## src/rtl/lmem_ctrl_pkg.sv

```systemverilog
// Shared definitions for the L-memory bank sequencer and its RAM instances.
package lmem_ctrl_pkg;

    localparam int LMEM_W     = 6;   // LLR word width
    localparam int LMEM_AW    = 9;   // RAM address width
    localparam int LMEM_DEPTH = 16;  // entries per bank (circulant size Z)

    typedef enum logic [1:0] {
        S_IDLE  = 2'd0,
        S_SWEEP = 2'd1,
        S_DRAIN = 2'd2,
        S_DONE  = 2'd3
    } state_t;

endpackage

```

## src/rtl/lmem_wb_delay.sv

```systemverilog
// Write-back delay line: carries {valid, addr} of each read through the PE latency.
module lmem_wb_delay #(
    parameter int PIPE_LAT = 2,
    parameter int AW       = 9
) (
    input  logic          memclk,
    input  logic          rst,
    input  logic          in_valid,
    input  logic [AW-1:0] in_addr,
    output logic          out_valid,
    output logic [AW-1:0] out_addr
);

    logic [PIPE_LAT-1:0]         vld_pipe;
    logic [PIPE_LAT-1:0][AW-1:0] addr_pipe;

    // Shift register; stage 0 takes the current read, last stage feeds the write port.
    always_ff @(posedge memclk) begin
        if (!rst) begin
            vld_pipe  <= '0;
            addr_pipe <= '0;
        end else begin
            for (int i = PIPE_LAT - 1; i > 0; i--) begin
                vld_pipe[i]  <= vld_pipe[i-1];
                addr_pipe[i] <= addr_pipe[i-1];
            end
            vld_pipe[0]  <= in_valid;
            addr_pipe[0] <= in_addr;
        end
    end

    assign out_valid = vld_pipe[PIPE_LAT-1];
    assign out_addr  = addr_pipe[PIPE_LAT-1];

endmodule

```

## src/rtl/lmem_sweep_ctrl.sv

```systemverilog
// L-memory bank sequencer: one cyclically shifted read-modify-write sweep per start,
// host write-port access between sweeps.
module lmem_sweep_ctrl
    import lmem_ctrl_pkg::*;
#(
    parameter int W            = LMEM_W,
    parameter int ADDRESSWIDTH = LMEM_AW,
    parameter int MEMDEPTH     = LMEM_DEPTH,
    parameter int PIPE_LAT     = 2
) (
    input  logic                    memclk,
    input  logic                    rst,
    input  logic                    start,
    input  logic [ADDRESSWIDTH-1:0] shift,
    output logic                    busy,
    output logic                    done,
    output logic                    cfg_err,
    output logic [ADDRESSWIDTH-1:0] ram_ra,
    output logic                    ram_rd,
    input  logic [W-1:0]            ram_dout,
    output logic [W-1:0]            pe_din,
    output logic                    pe_valid,
    input  logic [W-1:0]            pe_result,
    output logic [ADDRESSWIDTH-1:0] ram_wa,
    output logic                    ram_wr,
    output logic [W-1:0]            ram_din,
    input  logic                    host_wr,
    input  logic [ADDRESSWIDTH-1:0] host_addr,
    input  logic [W-1:0]            host_data,
    output logic                    host_ack
);

    localparam int AW = ADDRESSWIDTH;
    localparam int DW = (PIPE_LAT > 1) ? $clog2(PIPE_LAT) : 1;

    state_t         state, state_d;
    logic [AW-1:0]  cnt, shift_q;
    logic [DW-1:0]  dcnt;
    logic           cfg_err_q;
    logic [AW:0]    sum;
    logic [AW-1:0]  ra;
    logic           rd_int, ack_int, start_ok, start_bad, shift_ok;
    logic           wb_vld;
    logic [AW-1:0]  wb_addr;

    assign shift_ok  = ({1'b0, shift} < (AW+1)'(MEMDEPTH));
    assign start_ok  = (state == S_IDLE) & start & shift_ok;
    assign start_bad = (state == S_IDLE) & start & ~shift_ok;
    assign rd_int    = (state == S_SWEEP);
    // Start takes priority over a host write in the same idle cycle.
    assign ack_int   = host_wr & (state == S_IDLE) & ~start;

    // Read address: (shift_q + cnt) mod MEMDEPTH; both operands < MEMDEPTH so one subtract suffices.
    always_comb begin
        sum = {1'b0, shift_q} + {1'b0, cnt};
        ra  = (sum >= (AW+1)'(MEMDEPTH)) ? (sum[AW-1:0] - AW'(MEMDEPTH)) : sum[AW-1:0];
    end

    // Next-state logic.
    always_comb begin
        state_d = state;
        case (state)
            S_IDLE:  if (start_ok) state_d = S_SWEEP;
            S_SWEEP: if (cnt == AW'(MEMDEPTH - 1)) state_d = S_DRAIN;
            S_DRAIN: if (dcnt == DW'(PIPE_LAT - 1)) state_d = S_DONE;
            S_DONE:  state_d = S_IDLE;
            default: state_d = S_IDLE;
        endcase
    end

    // State register.
    always_ff @(posedge memclk) begin
        if (!rst) state <= S_IDLE;
        else      state <= state_d;
    end

    // Sweep/drain counters, latched shift and the registered config-error pulse.
    always_ff @(posedge memclk) begin
        if (!rst) begin
            cnt       <= '0;
            dcnt      <= '0;
            shift_q   <= '0;
            cfg_err_q <= 1'b0;
        end else begin
            cfg_err_q <= start_bad;
            if (start_ok) begin
                shift_q <= shift;
                cnt     <= '0;
            end else if (state == S_SWEEP) begin
                cnt <= cnt + 1'b1;
            end
            if (state == S_SWEEP)      dcnt <= '0;
            else if (state == S_DRAIN) dcnt <= dcnt + 1'b1;
        end
    end

    lmem_wb_delay #(
        .PIPE_LAT (PIPE_LAT),
        .AW       (AW)
    ) u_wb_delay (
        .memclk    (memclk),
        .rst       (rst),
        .in_valid  (rd_int),
        .in_addr   (ra),
        .out_valid (wb_vld),
        .out_addr  (wb_addr)
    );

    // Output drive; everything is held at zero while reset is asserted.
    always_comb begin
        busy     = 1'b0;
        done     = 1'b0;
        cfg_err  = 1'b0;
        ram_rd   = 1'b0;
        ram_ra   = '0;
        pe_din   = '0;
        pe_valid = 1'b0;
        ram_wr   = 1'b0;
        ram_wa   = '0;
        ram_din  = '0;
        host_ack = 1'b0;
        if (rst) begin
            busy     = (state != S_IDLE);
            done     = (state == S_DONE);
            cfg_err  = cfg_err_q;
            ram_rd   = rd_int;
            ram_ra   = rd_int ? ra : '0;
            pe_din   = ram_dout;
            pe_valid = rd_int;
            host_ack = ack_int;
            // Delayed write-back and host access never overlap: the line is empty in IDLE.
            if (wb_vld) begin
                ram_wr  = 1'b1;
                ram_wa  = wb_addr;
                ram_din = pe_result;
            end else if (ack_int) begin
                ram_wr  = 1'b1;
                ram_wa  = host_addr;
                ram_din = host_data;
            end
        end
    end

endmodule

```

## config.mk

```make
export PLATFORM = sky130hd
export DESIGN_NAME = lmem_sweep_ctrl
export DESIGN_NICKNAME = d
export VERILOG_FILES = /design/src/rtl/lmem_ctrl_pkg.sv /design/src/rtl/lmem_wb_delay.sv /design/src/rtl/lmem_sweep_ctrl.sv
export SDC_FILE = /design/constraint.sdc
export NUM_CORES = 1
export LEC_CHECK = 0
export CORE_UTILIZATION = 42
export DETAILED_ROUTE_END_ITERATION = 8
export GPL_TIMING_DRIVEN = 0
export MAX_ROUTING_LAYER = met4
export PLACE_DENSITY = 0.77
export SKIP_LAST_GASP = 1
export SLEW_MARGIN = 20
export SYNTH_ARGS = -nofsm -noshare
export SYNTH_HDL_FRONTEND = slang
export SYNTH_SLANG_ARGS = --single-unit
export TNS_END_PERCENT = 30
```

## constraint.sdc

```tcl
create_clock -name memclk -period 2.9 [get_ports memclk]
set_input_delay 0.29 -clock memclk [delete_from_list [all_inputs] [get_ports memclk]]
set_output_delay 0.29 -clock memclk [all_outputs]
set_load 0.05 [all_outputs]
```

; ---- Word level (Yosys, flattened, before mapping)
; Cells that the tools add are included.
[classes]
addsub = 4
order_cmp = 2
n_eq_ne = 7
n_mux = 22
bitwise = 8
n_reduce_logical = 5
[ops]
columns = op, n
row1 = two-way mux 9 bit, 6
row2 = two-way mux 6 bit, 4
row3 = adder 9 x 9 -> 10 bit, 1
row4 = ">= comparator 10 x 5 -> 1 bit, second input constant", 1
row5 = "adder 9 x 1 -> 9 bit, second input constant", 1
row6 = "== test 9 x 4 -> 1 bit, second input constant", 1
row7 = "< comparator 9 x 5 -> 1 bit, second input constant", 1
row8 = "subtractor 9 x 5 -> 9 bit, second input constant", 1
row9 = two-way mux 1 bit, 8
row10 = case mux 2 bit (4 select lines), 1
row11 = two-way mux 2 bit, 3
row12 = bitwise AND 1 bit, 5
row13 = "== test 2 bit, second input constant", 2
row14 = "!= test 2 bit, second input constant", 2
row15 = OR reduction 2 bit, 2
row16 = NOT 1 bit, 3
row17 = AND reduction 3 bit, 1
row18 = "== test 2 x 1 -> 1 bit, second input constant", 1
row19 = zero test 2 bit, 1
row20 = "!= test 2 x 1 -> 1 bit, second input constant", 1
row21 = nonzero test 2 bit, 1
row22 = "adder 1 bit, second input constant", 1
[word_totals]
register_bits = 42
inputBits = 40
out_inout_bits = 37
word_cells = 56

; ---- Longest topological paths before layout
; Gate-level depths: netlist of the first run.
[logic_depth]
word_depth = 6
ltp_mapped = 14
depth_no_buf = 14

; ---- By module
; A second synthesis of the first run with hierarchy kept.
[unflattened]
cells_unflattened = 287
area_unflattened_um2 = 2502.4
[modules_own_cells]
columns = module, instances, cells_each, area_each_um2, seq_area_each_um2
row1 = lmem_sweep_ctrl, 1, 236, 1873.0, 440.4
row2 = lmem_wb_delay, 1, 51, 629.4, 400.4

; ---- Worst setup path after synthesis of the first run
; Ideal clock, no wire load.
[synth_timing]
kind = reg-to-output
startpoint = reg cnt[1]
endpoint = out ram_ra[5]
arrival_ns = 3.392
setup_slack_ns = -0.782
path_stages_with_launch = 13
n_path_buf = 0
cell_sequence = dfxtp_1 > ha_1 > a211oi_2 > o21bai_2 > a21oi_1 > xnor2_1 > ha_1 > nand2b_1 > a21oi_1 > o211ai_1 > nor4b_4 > mux2_1 > nor2_1
[synth_between]
elab_chain_len = 5
elab_cells_between_ends = 6
[synth_rtl]
columns = element, line_no
row1 = start: declaration, lmem_sweep_ctrl.sv:37  ; logic [AW-1:0] cnt, shift_q;
row2 = start signal: assignment, lmem_sweep_ctrl.sv:90  ; cnt <= cnt + 1'b1;
row3 = adder 9 x 9 -> 10 bit *, lmem_sweep_ctrl.sv:55  ; sum = {1'b0, shift_q} + {1'b0, cnt};
row4 = subtractor 9 x 5 -> 9 bit or >= comparator 10 x 5 -> 1 bit (tied branches), lmem_sweep_ctrl.sv:56  ; ra = (sum >= (AW+1)'(MEMDEPTH)) ? (sum[AW-1:0] - AW'(MEMDEPTH)) : sum[AW-1:0];
row5 = two-way mux 9 bit *, lmem_sweep_ctrl.sv:56
row6 = two-way mux 9 bit *, lmem_sweep_ctrl.sv:127  ; ram_ra = rd_int ? ra : '0;
row7 = two-way mux 9 bit *, lmem_sweep_ctrl.sv:122  ; if (rst) begin
row8 = end: declaration, lmem_sweep_ctrl.sv:18  ; output logic [ADDRESSWIDTH-1:0] ram_ra,
; Mark *: on every way between the ends. The rest lies on a longest branch, timed or not.

; ---- Worst setup path after layout of the first run
[layout_timing]
startpoint = reg cnt[3]
endpoint = out ram_ra[5]
; The elaborated chain is that of the path after synthesis.

==> metrics.log, run 1 <==
INFO  metric worstSetupStartpointType = flop
INFO  metric final_routed_wire_length_divided_by_cell_count = 13.5 um
INFO  metric floorplan.rows = 27
INFO  metric worst_case_vdd_ir_drop = approximately 0.28 mV
INFO  metric globalRouteOverflowTotal = 0
INFO  metric actual_slew_at_the_worst_max_slew_pin = between 0.5 and 0.6 ns
INFO  metric grt_pass1_wl = roughly 9800 um
INFO  metric netlist.area_leader.share = 0.353
INFO  metric period_needed = 3.63 ns
INFO  metric timing.fmax = around 280 MHz
INFO  metric first_pass_iters = 4
INFO  metric report.final.slew_viol_count = 0
INFO  metric place_hpwl = about 4300 um
INFO  metric synth-seq-area-share = 0.353
INFO  metric worst_ep_required_time = around 2.6 ns
INFO  metric rsz0062_at_grt = yes
INFO  metric count_of_flip_flops_with_a_built_in_enable_after_synthesis = 0
INFO  metric drcViolationCount = 0
INFO  metric timing.final.hold_violations = 0
INFO  metric clkSlewWorstSetupHoldPaths = ~0.08 ns
INFO  metric failed_checks = negative setup slack
INFO  metric cts_root_buf = sky130_fd_sc_hd__clkbuf_8
INFO  metric nets = 431
INFO  metric synthDistinctLibCells = 46
INFO  metric post_synth.cell_area_avg = 8.66 sq um
INFO  metric synth_cells = 275
INFO  metric die_width = 77.3 um
INFO  metric syn-cell-area = about 2400 sq um
INFO  metric floorplan.initialDensity = 0.435
INFO  metric slew_headroom = 0.646
INFO  metric clock_tree.htree_level_count = 2
INFO  metric crit_path_max_incr_delay = between 0.3 and 0.4 ns
INFO  metric arrival = 3.34 ns
INFO  metric finalSetupViolations = 17
INFO  metric route.vias.total = between 2000 and 2500
INFO  metric buffer_ports.inserted = 76
INFO  metric synth_top_cell_by_area = sky130_fd_sc_hd__dfxtp_1
INFO  metric synth_ff_type = sky130_fd_sc_hd__dfxtp_1
INFO  metric io_pins = 77
INFO  metric critPathCaptureType = output port
INFO  metric clkLatencyLatePin = 0.29 ns
INFO  metric via_density = between 5 and 6
INFO  metric critical_path_peak_fanout = 6
INFO  metric grt_pass1_vias = around 2200
INFO  metric skew = around 0.0055 ns
INFO  metric synthTopCellsByArea = sky130_fd_sc_hd__dfxtp_1 35%, sky130_fd_sc_hd__ha_1 8.4%, sky130_fd_sc_hd__and2_1 5.8%
INFO  metric cts_made_buffers = 5
INFO  metric critical_path.cell_chain = ha_1 > o21ai_2 > o21bai_4 > a21oi_4 > xnor2_2 > ha_2 > nand2_2 > nor3_2 > o21ai_1 > o211ai_1 > nor4b_4 > mux2_4 > nor2_4 > buf_8
INFO  metric drive_above_1_share = 0.197
INFO  metric status = complete, but fails checks
INFO  metric floorplan.die.height = slightly below 80 um
INFO  metric antenna_cells = 0
INFO  metric core = ~5500 sq um
INFO  metric timing.max_cap.violations = 0
INFO  metric lkg_pwr = approximately 1.6 nW
INFO  metric ys_seq_elements = between 40 and 50
INFO  metric final.setup.worst_slack = -0.730 ns
INFO  metric finalCoreUtilization = 0.663
INFO  metric hold_path_class = flop to flop
INFO  metric async_reset_ff_frac = 0
INFO  metric timing.hold.ws = 0.435 ns
INFO  metric criticalPathCategory = flop to output port
INFO  metric postRouteAntennaNets = 0
INFO  metric mappedNetlistNets = 332
INFO  metric routed_wirelength = roughly 6000 um
INFO  metric global_route.usage.total = 0.207
INFO  metric grt_max_degree = 14
INFO  metric critical-path-top-delay-family = compound AO/OA/AOI/OAI gates
INFO  metric cts_max_path_buffers = 2
INFO  metric number_of_antenna_violations_at_the_first_check_in_global_routing = 0
INFO  metric initialDrtViolationCount = 85
INFO  metric yosysWarnings = 0
INFO  metric finalCritPeriodShare = 1.25
INFO  metric clock_tree_from_tritoncts = yes
INFO  metric cts-hold-fix-buffers = 0
INFO  metric die_area = 5970 sq um
INFO  metric crit_path_top_delay_cell = sky130_fd_sc_hd__ha_1
INFO  metric place.gp.congestion = roughly 0.84
INFO  metric clock_sinks = between 40 and 50
INFO  metric p_per_area = between 400 and 500 nW/um^2
INFO  metric cp.buffers_inverters = 1
INFO  metric area_growth_syn_to_layout = 52.3%
[layout by cell type, fill, tap and decap left out, types with 3 or more instances in the layout]
| cell type | synthesis | layout |
|---|---|---|
| sky130_fd_sc_hd__nand2b_1 | 3 | 3 |
| sky130_fd_sc_hd__nor2_1 | 30 | 26 |
| sky130_fd_sc_hd__and2_1 | 22 | 22 |
| sky130_fd_sc_hd__buf_4 | 1 | 17 |
| sky130_fd_sc_hd__nand4_1 | 4 | 4 |
| sky130_fd_sc_hd__xor2_1 | 9 | 8 |
| sky130_fd_sc_hd__nor3_1 | 8 | 6 |
| sky130_fd_sc_hd__clkbuf_2 | 0 | 4 |
| sky130_fd_sc_hd__clkbuf_1 | 10 | 10 |
| sky130_fd_sc_hd__ha_4 | 0 | 4 |
| sky130_fd_sc_hd__inv_1 | 14 | 12 |
| sky130_fd_sc_hd__xnor2_1 | 8 | 6 |
| sky130_fd_sc_hd__and3_1 | 12 | 10 |
| sky130_fd_sc_hd__dfxtp_2 | 0 | 4 |
| sky130_fd_sc_hd__clkbuf_8 | 0 | 5 |
| sky130_fd_sc_hd__a21o_1 | 7 | 7 |
| sky130_fd_sc_hd__ha_1 | 16 | 11 |
| sky130_fd_sc_hd__nand3_1 | 4 | 4 |
| sky130_fd_sc_hd__buf_2 | 3 | 3 |
| sky130_fd_sc_hd__nor2_2 | 0 | 3 |
| sky130_fd_sc_hd__nand2_1 | 19 | 18 |
| sky130_fd_sc_hd__dfxtp_1 | 42 | 37 |
| sky130_fd_sc_hd__a21oi_1 | 11 | 9 |
| sky130_fd_sc_hd__clkdlybuf4s50_1 | 0 | 66 |
| sky130_fd_sc_hd__buf_6 | 0 | 3 |
| sky130_fd_sc_hd__a22o_1 | 15 | 15 |
[logic make-up (layout without fill, tap and decap cells)]
logic type      after synthesis  in the layout  synth area share
compound gates               53             53             0.171
xor+xnor                     17             17            0.0625
fa+ha+maj                    17             17            0.0925
buf+inv                      28            128            0.0473
flops                        42             42             0.353
mux                           5              5            0.0221
simple gates                113            113             0.251
[layout make-up]
type	instances	area (sq um)
Fill cell	443	1850
Clock inverter	3	40.0
Buffer	14	60.1
Inverter	14	52.6
Multi-Input combinational cell	205	1590
Timing Repair Buffer	92	876
Tap cell	72	90.1
Sequential cell	42	850
Clock buffer	5	68.8
[per-layer routing]
metal | GRT usage | vias to the layer above | routed length [um]
met5 | - | - | 0
met4 | 0.0660 | 0 | 58
met3 | 0.0667 | 7 | 528
met2 | 0.367 | 100 | 2960
met1 | 0.216 | 1070 | 2470
li1 | - | 1148 | -
[registers in the layout (all words and copies together) (netlist names)]
name and flops:
u_wb_delay.vld_pipe 2, cfg_err_q 1, shift_q 9, u_wb_delay.out_addr 9, u_wb_delay.addr_pipe 9, cnt 9, dcnt 1, state 2
[report_power, final]
part / switching (mW) / internal [mW]
combinational: 0.276 / 0.189
clock: 0.202 / 0.253
sequential: 0.0191 / 0.608
[per-stage QoR]
| stage | setup TNS [ns] | cell area (sq um) | power (mW) | worst slack (ns) | instances |
|---|---|---|---|---|---|
| 6_report | -4.63 | 3630 | 1.55 | -0.730 | 447 |
| 5_1_grt | -7.61 | 3630 | 1.62 | -0.854 | 447 |
| 4_1_cts | -5.64 | 3600 | 1.56 | -0.587 | 445 |
| 3_5_place_dp | -5.63 | 3320 | 1.10 | -1.08 | 423 |
| 3_3_place_gp | -5.40 | 3320 | 1.09 | -1.10 | 423 |
| 2_1_floorplan | -0.641 | 2470 | 0.932 | -0.225 | 275 |
[cell usage after synthesis (2+ instances only)]
| library cell | instances |
|---|---|
| sky130_fd_sc_hd__o2111ai_1 | 2 |
| sky130_fd_sc_hd__a22o_1 | 15 |
| sky130_fd_sc_hd__xnor2_1 | 8 |
| sky130_fd_sc_hd__nand4_1 | 4 |
| sky130_fd_sc_hd__dfxtp_1 | 42 |
| sky130_fd_sc_hd__o21a_1 | 2 |
| sky130_fd_sc_hd__nor2b_1 | 2 |
| sky130_fd_sc_hd__nor3_1 | 8 |
| sky130_fd_sc_hd__nor2_1 | 30 |
| sky130_fd_sc_hd__a21oi_1 | 11 |
| sky130_fd_sc_hd__nand2_1 | 19 |
| sky130_fd_sc_hd__nand2b_1 | 3 |
| sky130_fd_sc_hd__a41oi_1 | 2 |
| sky130_fd_sc_hd__mux2i_1 | 3 |
| sky130_fd_sc_hd__and3_1 | 12 |
| sky130_fd_sc_hd__buf_2 | 3 |
| sky130_fd_sc_hd__nand3_1 | 4 |
| sky130_fd_sc_hd__o21ai_0 | 3 |
| sky130_fd_sc_hd__clkbuf_1 | 10 |
| sky130_fd_sc_hd__and2_1 | 22 |
| sky130_fd_sc_hd__a211oi_1 | 2 |
| sky130_fd_sc_hd__inv_1 | 14 |
| sky130_fd_sc_hd__nand4b_1 | 2 |
| sky130_fd_sc_hd__xor2_1 | 9 |
| sky130_fd_sc_hd__a21o_1 | 7 |
| sky130_fd_sc_hd__ha_1 | 16 |
[worst paths after layout]
check / start / end / slack, ns / cells past startpoint
setup / recovery: cnt[3]$_SDFFE_PP0P_ / ram_ra[5] / -0.73 / 14
hold / removal: u_wb_delay.addr_pipe[1]$_SDFF_PN0_ / u_wb_delay.out_addr[1]$_SDFF_PN0_ / 0.44 / 1
setup reg to reg: cnt[3]$_SDFFE_PP0P_ / u_wb_delay.addr_pipe[5]$_SDFF_PN0_ / -0.05 / 13
hold reg to reg: u_wb_delay.addr_pipe[1]$_SDFF_PN0_ / u_wb_delay.out_addr[1]$_SDFF_PN0_ / 0.44 / 1
[what timing repair did]
item	in CTS	in global routing
gates cloned	0	0
buffers inserted	14	2
setup endpoints to repair	21	29
gates resized for setup	52	16
pin swaps	11	7
Power figures use the tool's default switching activity.
==> run 2, diff against run 1 <==
--- a/config.mk
+++ b/config.mk
@@ -5,11 +5,11 @@
 export SDC_FILE = /design/constraint.sdc
 export NUM_CORES = 1
 export LEC_CHECK = 0
-export CORE_UTILIZATION = 42
+export CORE_UTILIZATION = 35
 export DETAILED_ROUTE_END_ITERATION = 8
 export GPL_TIMING_DRIVEN = 0
 export MAX_ROUTING_LAYER = met4
-export PLACE_DENSITY = 0.77
+export PLACE_DENSITY = 0.66
 export SKIP_LAST_GASP = 1
 export SLEW_MARGIN = 20
 export SYNTH_ARGS = -nofsm -noshare
==> run 2 against run 1 <==
The flow finishes with violations (design-rule violations, negative setup slack). Final cell count shrank 0.45%. Via count shrank 4.0%. Largest cell class unchanged. Hold slack lost 0.012 ns. Non-clock buffer count shrank 7. Sequential share of layout area grew 0.51 points. Combinational power is essentially flat.
==> metrics.log, run 2 (synthesis gave the netlist of run 1 again) <==
INFO  metric global_route.usage.total = 0.176
INFO  metric skew = around 0.010 ns
INFO  metric worst_ep_required_time = around 2.6 ns
INFO  metric number_of_antenna_violations_at_the_first_check_in_global_routing = 0
INFO  metric postRouteAntennaNets = 0
INFO  metric die_area = between 7000 and 8000 sq um
INFO  metric die_width = around 84 um
INFO  metric finalSetupViolations = 12
INFO  metric critPathCaptureType = output port
INFO  metric place_hpwl = ~4500 um
INFO  metric cts_made_buffers = 5
INFO  metric critical_path.reg2reg.endpoint = u_wb_delay.addr_pipe[5]$_SDFF_PN0_
INFO  metric timing.max_cap.violations = 0
INFO  metric first_pass_iters = 6
INFO  metric clkSlewWorstSetupHoldPaths = 0.08 ns
INFO  metric worstSetupStartpointType = flop
INFO  metric hold_path_class = flop to flop
INFO  metric antenna_cells = 0
INFO  metric drive_above_1_share = 0.155
INFO  metric critical_path.reg2reg.startpoint = cnt[1]$_SDFFE_PP0P_
INFO  metric nFillCells = slightly above 600
INFO  metric route.vias.total = roughly 2200
INFO  metric failed_checks = design-rule violations, negative setup slack
INFO  metric initialDrtViolationCount = 76
INFO  metric final_routed_wire_length_divided_by_cell_count = about 13 um
INFO  metric placedInstanceArea = approximately 3300 sq um
INFO  metric floorplan.initialDensity = 0.369
INFO  metric nets = 424
INFO  metric io_pins = a little under 80
INFO  metric finalCoreUtilization = 0.550
INFO  metric criticalPathCategory = flop to output port
INFO  metric cts-hold-fix-buffers = 0
INFO  metric lkg_pwr = 1.60 nW
INFO  metric final.setup.worst_slack = -0.636 ns
INFO  metric period_needed = 3.54 ns
INFO  metric core = around 6500 sq um
INFO  metric grt_pass1_vias = 2144
INFO  metric layout_common_cells = 65 x sky130_fd_sc_hd__clkdlybuf4s50_1, 37 x sky130_fd_sc_hd__dfxtp_1, 26 x sky130_fd_sc_hd__nor2_1
INFO  metric status = complete, but fails checks
INFO  metric report.power.total = between 1 and 1.5 mW
INFO  metric cts_max_path_buffers = 2
INFO  metric floorplan.die.height = 84.5 um
INFO  metric worst_case_vdd_ir_drop = about 0.35 mV
INFO  metric clkLatencyLatePin = 0.29 ns
INFO  metric layout.cell_area.non_filler = about 3500 sq um
INFO  metric tns = -2.92 ns
INFO  metric drcViolationCount = 14
INFO  metric clock_tree_from_tritoncts = yes
INFO  metric rsz0062_at_grt = yes
INFO  metric mostFrequentLayoutCell = sky130_fd_sc_hd__clkdlybuf4s50_1
INFO  metric report.final.slew_viol_count = 0
INFO  metric grt_max_degree = 13
INFO  metric slew_headroom = 0.654
INFO  metric p_per_area = about 420 nW/um^2
INFO  metric via_density = about 5.0
INFO  metric arrival = approximately 3.3 ns
INFO  metric reg2reg_setup_slack = approximately 0.06 ns
INFO  metric timing.final.hold_violations = 0
INFO  metric globalRouteOverflowTotal = 0
INFO  metric routed_wirelength = about 5800 um
INFO  metric timing.fmax = about 280 MHz
INFO  metric floorplan.rows = 29
INFO  metric critical_path_peak_fanout = 5
INFO  metric area_growth_syn_to_layout = 49.1%
INFO  metric hold-path-cell-count = 1
INFO  metric clock_tree.htree_level_count = 2
INFO  metric critical_path.startpoint = cnt[1]$_SDFFE_PP0P_
INFO  metric dp_worst_setup_slack = -1.13 ns
INFO  metric place.gp.congestion = around 0.85
INFO  metric cts_root_buf = sky130_fd_sc_hd__clkbuf_8
INFO  metric buffer_ports.inserted = 76
INFO  metric actual_slew_at_the_worst_max_slew_pin = approximately 0.52 ns
INFO  metric finalCritPeriodShare = 1.22
INFO  metric grt_pass1_wl = 9890 um
INFO  metric reg2regPathDepth = 12
INFO  metric clock_sinks = between 40 and 50
INFO  metric crit_end = ram_ra[5]
## run 2: changes by cell type in the layout (fill, tap and decap cells not counted), moves of 2 or more
cell,delta
sky130_fd_sc_hd__buf_6,+2
sky130_fd_sc_hd__buf_8,-2
sky130_fd_sc_hd__and3_1,+2
sky130_fd_sc_hd__buf_4,-7
sky130_fd_sc_hd__and3_4,-2
sky130_fd_sc_hd__clkbuf_2,-2
sky130_fd_sc_hd__dlymetal6s2s_1,+4
## run 2: stage by stage
stage	hold slack, ns	cells
after CTS	0.430	443
after floorplan	0.412	275
after detailed placement	0.417	428
final	0.423	445
after global routing	0.440	445
after global placement	0.415	428
## run 2: worst min path at each step
| stage | from | end | slack (ns) |
|---|---|---|---|
| after floorplan | u_wb_delay.addr_pipe[0]$_SDFF_PN0_ | u_wb_delay.out_addr[0]$_SDFF_PN0_ | 0.41 |
| after global placement | u_wb_delay.addr_pipe[5]$_SDFF_PN0_ | u_wb_delay.out_addr[5]$_SDFF_PN0_ | 0.41 |
| after detailed placement | u_wb_delay.addr_pipe[6]$_SDFF_PN0_ | u_wb_delay.out_addr[6]$_SDFF_PN0_ | 0.42 |
| after CTS | u_wb_delay.vld_pipe[0]$_SDFF_PN0_ | u_wb_delay.vld_pipe[1]$_SDFF_PN0_ | 0.43 |
| after global routing | u_wb_delay.addr_pipe[1]$_SDFF_PN0_ | u_wb_delay.out_addr[1]$_SDFF_PN0_ | 0.44 |
| final | u_wb_delay.addr_pipe[1]$_SDFF_PN0_ | u_wb_delay.out_addr[1]$_SDFF_PN0_ | 0.42 |
## run 2: area by class of cell
class	instances	area, sq um	share of cell area
sequential	42	850	0.239
inverter	14	52.6	0.0148
clock buffer	7	86.3	0.0243
clock inverter	1	5.00	0.00141
multi-input combinational	205	1560	0.439
timing repair buffer	85	841	0.237
tap	77	96.3	0.0271
buffer	14	61.3	0.0173
## run 2: worst max-delay path, cell delays in order (launching register included)
cell                       delay [ns]
sky130_fd_sc_hd__dfxtp_2         0.40
sky130_fd_sc_hd__ha_4            0.23
sky130_fd_sc_hd__a211oi_4        0.28
sky130_fd_sc_hd__o21bai_4        0.12
sky130_fd_sc_hd__a21oi_4         0.20
sky130_fd_sc_hd__xnor2_2         0.16
sky130_fd_sc_hd__ha_2            0.25
sky130_fd_sc_hd__nand2b_1        0.07
sky130_fd_sc_hd__a21oi_2         0.12
sky130_fd_sc_hd__o211ai_1        0.16
sky130_fd_sc_hd__nor4b_4         0.34
sky130_fd_sc_hd__mux2_4          0.35
sky130_fd_sc_hd__nor2_4          0.09
sky130_fd_sc_hd__buf_6           0.16
## run 2: repair_timing
item | CTS | global route
endpoints found under the setup margin | 23 | 28
resized for setup | 48 | 9
endpoints found under the hold margin | 0 | 0
setup buffers | 7 | 2
pin swaps | 8 | 5
## run 2: power by group
part	switching (mW)	internal (mW)
registers	0.0204	0.608
clock network	0.197	0.192
logic	0.277	0.192
total	0.494	0.992
## run 2: metal layers
metal	GRT usage	wire [um]
met2	0.308	2800
met3	0.0383	426
met4	0.0370	49
met5	-	0
met1	0.206	2530
==> run 3, diff against run 2 <==
--- a/config.mk
+++ b/config.mk
@@ -10,6 +10,7 @@
 export GPL_TIMING_DRIVEN = 0
 export MAX_ROUTING_LAYER = met4
 export PLACE_DENSITY = 0.66
+export REMOVE_ABC_BUFFERS = 1
 export SKIP_LAST_GASP = 1
 export SLEW_MARGIN = 20
 export SYNTH_ARGS = -nofsm -noshare
==> run 3 against run 2 <==
The flow still finishes with violations (design-rule violations, negative setup slack). Utilization about the same. Clock skew shrank 0.0047 ns. Flip-flop and latch count unchanged. Setup slack better by 0.017 ns. Die area did not move. Global-route usage is 0.096 points lower. Sequential power barely moved. First-iteration DRC count is 5.3% lower. Combinational power fell by 3%. Count of clock-buffer cells in the layout did not move. Critical endpoint unchanged.
==> metrics.log, run 3 (synthesis gave the netlist of run 1 again) <==
INFO  metric timing.final.hold_violations = 0
INFO  metric tns = -2.49 ns
INFO  metric grt_pass1_wl = approximately 9900 um
INFO  metric nets = approximately 420
INFO  metric worst_ep_required_time = between 2 and 3 ns
INFO  metric finalSetupViolations = 6
INFO  metric buffer_ports.inserted = 76
INFO  metric layout.area.seq = between 800 and 900 sq um
INFO  metric timing.hold.ws = about 0.43 ns
INFO  metric path_depth = 13
INFO  metric dp_worst_setup_slack = -1.45 ns
INFO  metric rsz0062_at_grt = yes
INFO  metric clkSlewWorstSetupHoldPaths = roughly 0.080 ns
INFO  metric core = 6460 sq um
INFO  metric antenna_cells = 0
INFO  metric skew = 0.00575 ns
INFO  metric criticalPathCategory = flop to output port
INFO  metric report.power.total = 1.47 mW
INFO  metric grt_pass1_vias = 2124
INFO  metric timing.max_cap.violations = 0
INFO  metric die_width = 84.5 um
INFO  metric critical-path-top-delay-family = compound AO/OA/AOI/OAI gates
INFO  metric number_of_antenna_violations_at_the_first_check_in_global_routing = 0
INFO  metric mostFrequentLayoutCell = sky130_fd_sc_hd__clkdlybuf4s50_1
INFO  metric critical_path_peak_fanout = 5
INFO  metric p_per_area = around 410 nW/um^2
INFO  metric drcViolationCount = 11
INFO  metric postRouteAntennaNets = 0
INFO  metric lkg_pwr = between 1.5 and 2 nW
INFO  metric failed_checks = design-rule violations, negative setup slack
INFO  metric place.gp.congestion = approximately 0.79
INFO  metric routed_wirelength = roughly 5800 um
INFO  metric crit_path_max_incr_delay = approximately 0.38 ns
INFO  metric report.final.slew_viol_count = 0
INFO  metric critical_path.cell_chain = ha_4 > a211oi_2 > o21bai_2 > a21oi_2 > xnor2_2 > ha_2 > nand2b_1 > a21oi_2 > o211ai_1 > nor4b_4 > mux2_4 > nor2_4 > buf_8
INFO  metric crit_path_top_delay_cell = sky130_fd_sc_hd__dfxtp_4
INFO  metric place_hpwl = about 4000 um
INFO  metric nFillCells = about 600
INFO  metric layout_common_cells = 65 x sky130_fd_sc_hd__clkdlybuf4s50_1, 37 x sky130_fd_sc_hd__dfxtp_1, 27 x sky130_fd_sc_hd__nor2_1
INFO  metric critPathCaptureType = output port
INFO  metric slew_headroom = 0.647
INFO  metric initialDrtViolationCount = 72
INFO  metric globalRouteOverflowTotal = 0
INFO  metric cts_made_buffers = 5
INFO  metric cts_root_buf = sky130_fd_sc_hd__clkbuf_8
INFO  metric first_pass_iters = 8
INFO  metric die_area = approximately 7100 sq um
INFO  metric area_growth_syn_to_layout = 49.0%
INFO  metric floorplan.die.height = approximately 84 um
INFO  metric drive_above_1_share = 0.172
INFO  metric cts_max_path_buffers = 2
INFO  metric actual_slew_at_the_worst_max_slew_pin = between 0.5 and 0.6 ns
INFO  metric global_route.usage.total = 0.175
INFO  metric reg2regPathDepth = 12
INFO  metric worstSetupStartpointType = flop
INFO  metric via_density = 5.01
INFO  metric finalCritPeriodShare = 1.21
INFO  metric timing.critical_path.mode_cell = sky130_fd_sc_hd__a21oi_2
INFO  metric clock_tree_from_tritoncts = yes
INFO  metric final.setup.worst_slack = -0.620 ns
INFO  metric period_needed = 3.52 ns
INFO  metric clock_tree.htree_level_count = 2
INFO  metric io_pins = just under 80
INFO  metric hold_path_class = flop to flop
INFO  metric floorplan.rows = 29
INFO  metric route.vias.total = 2193
INFO  metric hold-path-cell-count = 1
INFO  metric grt_max_degree = 34
INFO  metric status = complete, but fails checks
INFO  metric clkLatencyLatePin = 0.29 ns
INFO  metric multi_input_area = 1560 sq um
INFO  metric floorplan.initialDensity = 0.369
INFO  metric cp.buffers_inverters = 1
INFO  metric worst_case_vdd_ir_drop = about 0.15 mV
INFO  metric timing.fmax = around 280 MHz
INFO  metric final_routed_wire_length_divided_by_cell_count = 13.2 um
INFO  metric clock_sinks = 42
INFO  metric arrival = 3.23 ns
==> run 3: changes by cell type in the layout (fill, tap and decap cells not counted), moves of 2 or more <==
cell	previous run	this run
sky130_fd_sc_hd__and3_1	12	10
sky130_fd_sc_hd__buf_6	5	3
sky130_fd_sc_hd__xor2_2	0	2
sky130_fd_sc_hd__and3_4	0	2
sky130_fd_sc_hd__xor2_1	9	7
sky130_fd_sc_hd__buf_4	10	16
sky130_fd_sc_hd__clkbuf_1	10	1
sky130_fd_sc_hd__clkbuf_2	2	0
sky130_fd_sc_hd__nor2_2	3	1
sky130_fd_sc_hd__dlygate4sd2_1	0	4
sky130_fd_sc_hd__buf_2	3	0
sky130_fd_sc_hd__buf_8	0	2
sky130_fd_sc_hd__dlymetal6s2s_1	4	1
==> run 3: layout make-up <==
class | count | area share
Sequential cell | 42 | 0.240
Multi-Input combinational cell | 205 | 0.440
Clock buffer | 7 | 0.0243
Clock inverter | 1 | 0.00141
Tap cell | 77 | 0.0272
Timing Repair Buffer | 92 | 0.252
Inverter | 14 | 0.0148
==> run 3: what timing repair did <==
action / CTS / global route
hold buffers: 0 / 0
setup buffers: 11 / 5
gates resized for setup: 57 / 26
endpoints found under the setup margin: 31 / 21
pin swaps: 11 / 7
==> run 3: stage by stage <==
stage / util / std cells / area, sq um
finish: 0.549 / 438 / 3550
CTS: 0.534 / 433 / 3450
floorplan: - / 261 / 2320
global placement: 0.492 / 414 / 3180
detailed placement: 0.492 / 414 / 3180
global route: 0.549 / 438 / 3550
==> run 3: worst paths after layout <==
check,start,endpoint,slack (ns)
max,cnt[1]$_SDFFE_PP0P_,ram_ra[5],-0.62
min,u_wb_delay.vld_pipe[0]$_SDFF_PN0_,u_wb_delay.vld_pipe[1]$_SDFF_PN0_,0.43
max reg2reg,cnt[1]$_SDFFE_PP0P_,u_wb_delay.addr_pipe[5]$_SDFF_PN0_,0.08
min reg2reg,u_wb_delay.vld_pipe[0]$_SDFF_PN0_,u_wb_delay.vld_pipe[1]$_SDFF_PN0_,0.43
==> run 3: metal layers <==
layer / vias up / global-route usage / wire [um]
met5: - / - / 0
met4: 0 / 0.0493 / 93
met3: 11 / 0.0452 / 322
met2: 53 / 0.295 / 2800
met1: 1010 / 0.205 / 2570
li1: 1119 / - / -
==> run 3: worst reg2reg max path, cell delays in order, from the launching register on <==
cell and delay (ns):
sky130_fd_sc_hd__dfxtp_4 0.38, sky130_fd_sc_hd__ha_4 0.25, sky130_fd_sc_hd__a211oi_2 0.28, sky130_fd_sc_hd__o21bai_2 0.11, sky130_fd_sc_hd__a21oi_2 0.21, sky130_fd_sc_hd__xnor2_2 0.17
sky130_fd_sc_hd__ha_2 0.25, sky130_fd_sc_hd__nand2b_1 0.08, sky130_fd_sc_hd__a21oi_2 0.16, sky130_fd_sc_hd__o211ai_1 0.17, sky130_fd_sc_hd__nor4b_4 0.29, sky130_fd_sc_hd__mux2_4 0.35
sky130_fd_sc_hd__nor2_1 0.08
==> run 3: where the power goes <==
group	internal, mW	switching (mW)	total (mW)
Sequential	0.608	0.0216	0.629
Clock	0.192	0.194	0.386
Combinational	0.184	0.270	0.453
